File: src/rtl/whack_judge.sv
// ============================================================================
// Module   : whack_judge
// Purpose  : Judges keypad whacks against raised moles, keeps BCD score and
//            miss count, and enforces a post-whack lockout window.
//            Optional macro WHACK_MISS_PENALTY_EN: each miss also decrements
//            the score (floored at 00).
// Revision : 1.0  initial release
// ============================================================================
`default_nettype none

module whack_judge #(
    parameter logic [23:0] LOCKOUT_CYCLES = 24'd5_000_000,
    parameter logic [7:0]  SCORE_MAX      = 8'h99
) (
    input  logic       clk,
    input  logic       reset,
    input  logic       valid_key,
    input  logic [3:0] key,
    input  logic [8:0] mole_mask,
    input  logic       round_active,
    output logic       hit,
    output logic       miss,
    output logic       whack_valid,
    output logic [3:0] whack_pos,
    output logic [7:0] score,
    output logic [3:0] miss_count,
    output logic       busy
);

    typedef enum logic [1:0] {
        IDLE    = 2'b00,
        ARMED   = 2'b01,
        LOCKOUT = 2'b10
    } state_t;

    state_t      state_q, state_d;
    logic        valid_key_q, valid_key_d;
    logic [23:0] cnt_q, cnt_d;
    logic        hit_q, hit_d;
    logic        miss_q, miss_d;
    logic [3:0]  pos_q, pos_d;
    logic [7:0]  score_q, score_d;
    logic [3:0]  miss_cnt_q, miss_cnt_d;
    logic        w_key_event;

    // Saturating BCD increment; the 99 guard keeps digits legal for any SCORE_MAX.
    function automatic logic [7:0] bcd_inc(input logic [7:0] v);
        logic [7:0] r;
        if ((v >= SCORE_MAX) || (v == 8'h99)) begin
            r = v;
        end else if (v[3:0] >= 4'd9) begin
            r = {v[7:4] + 4'd1, 4'd0};
        end else begin
            r = {v[7:4], v[3:0] + 4'd1};
        end
        return r;
    endfunction

`ifdef WHACK_MISS_PENALTY_EN
    function automatic logic [7:0] bcd_dec(input logic [7:0] v);
        logic [7:0] r;
        if (v == 8'h00) begin
            r = v;
        end else if (v[3:0] == 4'd0) begin
            r = {v[7:4] - 4'd1, 4'd9};
        end else begin
            r = {v[7:4], v[3:0] - 4'd1};
        end
        return r;
    endfunction
`endif

    assign w_key_event = valid_key & ~valid_key_q;

    always_comb begin
        state_d     = state_q;
        valid_key_d = valid_key;
        cnt_d       = cnt_q;
        hit_d       = 1'b0;
        miss_d      = 1'b0;
        pos_d       = pos_q;
        score_d     = score_q;
        miss_cnt_d  = miss_cnt_q;

        if (!round_active) begin
            // Counters hold their values so the final result stays on display.
            state_d = IDLE;
            cnt_d   = 24'd0;
        end else begin
            case (state_q)
                IDLE: begin
                    state_d    = ARMED;
                    score_d    = 8'h00;
                    miss_cnt_d = 4'd0;
                end
                ARMED: begin
                    if (w_key_event && (key <= 4'd8)) begin
                        state_d = LOCKOUT;
                        cnt_d   = LOCKOUT_CYCLES - 24'd1;
                        if (mole_mask[key]) begin
                            hit_d   = 1'b1;
                            pos_d   = key;
                            score_d = bcd_inc(score_q);
                        end else begin
                            miss_d = 1'b1;
                            if (miss_cnt_q != 4'd15) begin
                                miss_cnt_d = miss_cnt_q + 4'd1;
                            end
`ifdef WHACK_MISS_PENALTY_EN
                            score_d = bcd_dec(score_q);
`endif
                        end
                    end
                end
                LOCKOUT: begin
                    if (cnt_q == 24'd0) begin
                        state_d = ARMED;
                    end else begin
                        cnt_d = cnt_q - 24'd1;
                    end
                end
                default: begin
                    state_d = IDLE;
                end
            endcase
        end
    end

    always_ff @(posedge clk) begin
        if (reset) begin
            state_q     <= IDLE;
            valid_key_q <= 1'b0;
            cnt_q       <= 24'd0;
            hit_q       <= 1'b0;
            miss_q      <= 1'b0;
            pos_q       <= 4'd0;
            score_q     <= 8'h00;
            miss_cnt_q  <= 4'd0;
        end else begin
            state_q     <= state_d;
            valid_key_q <= valid_key_d;
            cnt_q       <= cnt_d;
            hit_q       <= hit_d;
            miss_q      <= miss_d;
            pos_q       <= pos_d;
            score_q     <= score_d;
            miss_cnt_q  <= miss_cnt_d;
        end
    end

    assign hit         = hit_q;
    assign miss        = miss_q;
    assign whack_valid = hit_q;
    assign whack_pos   = pos_q;
    assign score       = score_q;
    assign miss_count  = miss_cnt_q;
    assign busy        = (state_q == LOCKOUT);

endmodule

`default_nettype wire

File: config.mk
export PLATFORM = sky130hd
export DESIGN_NAME = whack_judge
export DESIGN_NICKNAME = d
export VERILOG_FILES = /design/src/rtl/whack_judge.sv
export SDC_FILE = /design/constraint.sdc
export NUM_CORES = 1
export LEC_CHECK = 0
export ABC_CLOCK_PERIOD_IN_PS = 3700
export CORE_MARGIN = 4
export CORE_UTILIZATION = 58
export CTS_CLUSTER_DIAMETER = 30
export DETAILED_ROUTE_END_ITERATION = 8
export PLACE_DENSITY = 0.82
export RECOVER_POWER = 50
export SETUP_SLACK_MARGIN = 0.1
export SLEW_MARGIN = 20
export SYNTH_ARGS = -nofsm -noshare
export SYNTH_HDL_FRONTEND = slang
export SYNTH_SLANG_ARGS = --single-unit
File: constraint.sdc
create_clock -name clk -period 3.7 [get_ports clk]
set_clock_uncertainty 0.15 [all_clocks]
set_input_delay 0.74 -clock clk [delete_from_list [all_inputs] [get_ports clk]]
set_output_delay 0.74 -clock clk [all_outputs]
set_load 0.05 [all_outputs]
-- Word level (Yosys, flattened, before mapping)
Index checks and enable logic that the tools add are counted.
- register bits after elaboration: 45
- bits of input ports: 17
- output and inout port bits: 20
- word-level logic and storage cells: 67
- add/subtract/negate cells: 4
- order comparisons: 4
- eq/ne operators: 12
- multiplexer cells: 19
- bitwise logic cells: 5
- reductions and logical operators: 14
- operator list (operator ; count):
    24-bit two-way mux ; 2
    24-bit case mux with 2 select lines ; 1
    8-bit two-way mux ; 4
    24-bit logical NOT ; 1
    24-bit by 1-bit subtractor with 24-bit output (second input constant) ; 1
    8-bit case mux with 2 select lines ; 1
    2-bit != test (second input constant) ; 7
    4-bit by 1-bit adder with 4-bit output (second input constant) ; 3
    4-bit two-way mux ; 3
    5-bit AND reduction ; 2
    8-bit equality test (second input constant) ; 1
    8-bit >= comparator (second input constant) ; 1
    4-bit case mux with 2 select lines ; 1
    2-bit case mux with 3 select lines ; 1
    6-bit AND reduction ; 1
    4-bit by 5-bit < comparator with 1-bit output (second input constant) ; 1
    1-bit binary-select mux with 4-bit select ; 1
    4-bit >= comparator (second input constant) ; 1
    4-bit less-or-equal comparator (second input constant) ; 1
    2-bit two-way mux ; 2
    4-bit != test (second input constant) ; 1
    1-bit inverter ; 4
    4-bit AND reduction ; 1
    2-bit nonzero test ; 2
    other kinds (12) ; 14

-- Logic depth before layout (Yosys ltp)
- depth after elaboration: 6
- gate-level depth with buffers: 10
- gate-level depth less buffers: 7

-- Worst setup path before layout
Ideal clock, no wire load.
- path kind: reg2reg
- start point: register score_q[1] (netlist: score[1])
- end point: register score_q[1] (netlist: score[1])
- setup time: 0.071 ns
- arrival: 2.680 ns
- slack: 0.799 ns
- cell stages (with the launch flop): 8
- path buffers: 0
- period minus slack after synthesis: 2.901 ns
- cell sequence: dfxtp_1 > inv_1 > ha_1 > or3b_2 > a311oi_1 > o221ai_1 > or4b_2 > a21oi_1
- longest elaborated chain between the ends: 6
- ends and longest elaborated chain (item ; RTL line ; RTL):
    start, declared ; 42 ; logic [7:0] score_q, score_d;
    start signal, assigned ; 146 ; score_q <= score_d;
    4-bit by 1-bit adder with 4-bit output / 4-bit >= comparator (equally long branches) ; 54, 51 ;
    8-bit two-way mux ; 51 ; end else if (v[3:0] >= 4'd9) begin
    8-bit two-way mux ; 49 ; if ((v >= SCORE_MAX) || (v == 8'h99)) begin
    8-bit two-way mux ; 100 ; if (mole_mask[key]) begin
    8-bit two-way mux ; 97 ; if (w_key_event && (key <= 4'd8)) begin
    8-bit case mux with 2 select lines ; 90 ; case (state_q)
Parallel ways exist; a longest one is shown, timed or not. The select of a mux whose other input is x is not followed.
A chain may end at the register's enable or synchronous reset.

-- Worst setup path after layout
- start point: input key[0]
- end point: register score_q[1] (netlist: score[1])
- longest elaborated chain between the ends: 4
- ends and longest elaborated chain (item ; RTL line ; RTL):
    start, declared ; 18 ; input logic [3:0] key,
    1-bit binary-select mux with 4-bit select / 4-bit less-or-equal comparator (equally long branches) ; 100, 97 ;
    1-bit two-way mux (not written as such) / 1-bit logical AND (equally long branches) ; 100, 97 ;
    2-bit != test (no source line) ; n/a ;
    5-bit AND reduction (no source line) * ; n/a ;
Every way passes the cells marked *; elsewhere a longest branch is shown, timed or not. The select of a mux whose other input is x is not followed.

==> reports/results.txt <==
Hold WC Path Type: register to register
CP delay by family, top: compound AO/OA/AOI/OAI gates
Avg Synthesized Cell Area: 8.66 sq um
WP data required: 3.77 ns
total grt overflow: 0
Max-slew headroom: 46.4%
sw power: 231 uW
vias after detailed routing: 2253
Total Nets Final: 339
RSZ-0062 raised after global routing: no
Primary FF master, synth: dfxtp_1
CP Capture Type: register
Initial Utilization: 60.8%
Core Util, Final: 71.4%
Pwr per Cell Area: 314 nW/um^2
Routed Antenna Nets: 0
maximum VDD drop: 0.000181 V
post-detail-place hpwl: 3870 um
top cells by count, synth: dfxtp_1, nor2_1, a21oi_1, nand2_1, o21ai_0
Wirelength per Cell: 15.1 um
Setup WS pre-CTS: 0.365 ns
met1 usage: 26.7%
CORE AREA: 4060 sq um
Total Routing Usage GR: 22.0%
status: finished, final reports clean
met2 Usage GRT: 36.7%
post-synth top area cell: dfxtp_1
Reg area: 901 sq um
Comb power frac: 11.7%
Netlist cell types: 58
I/O Pins: 37
share of post-route cells with drive strength above 1: 7.96%
CP arrival: 3.20 ns
area taken by multi-input logic gates: 1430 sq um
Ys Warns: 0
setup_tns: 0 ns
Final Cycle Share: 84.5%
Synth top area share: 36.5%
# rows: 23
Achievable Freq: 320 MHz
most common cell in the netlist: dfxtp_1
Setup crit start kind: input port
initial DRC count: 249
Buffers & Inverters on Critical Path: 1
Post-Route WL: 5510 um
Post-synth ARST share: 0%
DRC errors left: 0
Max stage delay on crit path: 0.67 ns
Pint: 679 uW
Post-synth EDFFs: 0
first-pass GRT wire length: 9360 um
register bit total from synthesis: 45
Inserted Clock Buffers: 5
CTS root buffer: clkbuf_8
CTS resizes: 0
largest net degree at the start of global routing: 22
Post-CTS Setup Repair Bufs: 0
clock sink count: 45
ant diodes: 0
die area: 5360 sq um
Max Slew Vio Count: 0
Switching Share: 25.4%
Reg power frac: 54.2%
Slew @ Worst Pin: 0.804 ns
Syn Nets: 310
Clock Pin Slew Worst Setup and Hold Paths: 0.08 ns
vias per std cell: 6.19
sequential share of the synthesized area: 36.5%
Final setup viols: 0
vias in the first global route: 2101
worst-skew pair later-pin latency: 0.30 ns
Tot Pwr: 910 uW
FILL cells: 329
Leak: 1.11 nW
gpl congestion: 0.808
Clk pwr share: 34.1%
cts hold-fix bufs: 0
CP Class: input port to register
met3 usage: 5.92%
initial antenna violation count: 0
# Max-Cap Violations: 0
Final Hold Vio Count: 0
DRT Pass-1 Iters: 4
Area contributors post-synth: dfxtp_1, ha_1, or4_1, a21oi_1, nor2_1
Worst Path Max Fanout: 9
CP max stage cell: or4b_2
Die Width: 73.2 um
clock tree buffer depth: 2
input/output buffers: 36
synthesis-to-layout area growth: 17.3%
CTS tree: built
Die H: 73.2 um
Syn Inst Count: 285
critical-path cell list: dlygate4sd3_1 > o311a_1 > a211oi_1 > o221ai_1 > or4b_2 > a21oi_1
post-route setup slack: 0.573 ns
Max H-tree Level: 2
Synth Cell Area: 2470 sq um
Final Critical Period: 3.13 ns
GRT busiest layer: met2
sequential cells by signal, summed over array words and instances, names as in the netlist:
name / count
cnt_q: 24
hit: 1
miss: 1
miss_count: 4
score: 8
state_q: 2
valid_key_q: 1
whack_pos: 4
power by group through the flow:
stage	Combinational [mW]	Sequential (mW)	Clock [mW]
finish	0.106	0.494	0.310
global placement	0.105	0.505	0
CTS	0.107	0.494	0.318
detailed placement	0.106	0.505	0
global route	0.117	0.495	0.334
floorplan	0.0696	0.507	0
cell type report:
cell class / count / share of cell area [%]
clock buffer: 7 / 2.98
inverter: 12 / 1.56
multi-input combinational: 211 / 49.2
sequential: 45 / 31.1
tap: 50 / 2.16
timing repair buffer: 39 / 13.0
cells in the final DEF (no fill, tap or decap), drive strengths merged, types with 3 or more instances in the layout:
cell type / netlist / routed
nand2: 14 / 14
nor4: 3 / 3
a211oi: 3 / 3
or4: 13 / 13
clkbuf: 11 / 9
nor2: 19 / 19
clkdlybuf4s50: 0 / 16
dfxtp: 45 / 45
o31ai: 8 / 8
ha: 8 / 8
mux2i: 6 / 6
mux2: 3 / 3
xor2: 5 / 5
a31oi: 10 / 10
a21oi: 15 / 15
nand3: 7 / 7
o31a: 3 / 3
o32ai: 4 / 4
o21ai: 14 / 14
nand4: 4 / 4
or3: 9 / 9
or2: 4 / 4
inv: 11 / 11
nand2b: 6 / 6
o211ai: 6 / 6
dlygate4sd3: 0 / 20
nor3: 9 / 9
nor2b: 4 / 4
and3: 3 / 3
o21a: 4 / 4
worst register-to-register path: cells and delay by family (launching register included):
family / cells / cell delay, ns
buffers and inverters: 1 / 0.08
AND/OR/NAND/NOR: 2 / 1.14
flip-flops: 1 / 0.39
adder cells (fa/ha/maj): 1 / 0.17
AO/OA/AOI/OAI: 3 / 0.72
cells by family (layout without fill, tap and decap cells):
group | count (synthesis) | in the layout | share of synthesized area, %
compound gates | 83 | 83 | 23.6
xor+xnor | 5 | 5 | 1.77
fa+ha+maj | 8 | 8 | 4.05
buf+inv | 29 | 58 | 5.73
flops | 45 | 45 | 36.5
mux | 9 | 9 | 3.80
simple gates | 106 | 106 | 24.6
path summary, 6_finish.rpt:
path	from	to	slack, ns	depth (start not counted)
setup / recovery	key[0]	score[1]	0.57	6
hold / removal	cnt_q[15]	cnt_q[15]	0.34	2
setup reg to reg	score[1]	score[1]	0.99	7
hold reg to reg	cnt_q[15]	cnt_q[15]	0.34	2
metal layers:
| metal | part of all wire [%] | routed length [um] |
|---|---|---|
| met1 | 45 | 2480 |
| met4 | 1.5 | 81 |
| met2 | 47 | 2610 |
| met5 | 0 | 0 |
| met3 | 6.1 | 338 |
stage by stage:
step / cells / hold WS [ns] / area [sq um]
global placement: 357 / 0.321 / 2820
detailed placement: 357 / 0.327 / 2820
CTS: 364 / 0.340 / 2900
global route: 364 / 0.353 / 2900
finish: 364 / 0.342 / 2900
floorplan: 285 / 0.303 / 2470
No activity file was read; power rests on OpenSTA's default activity.
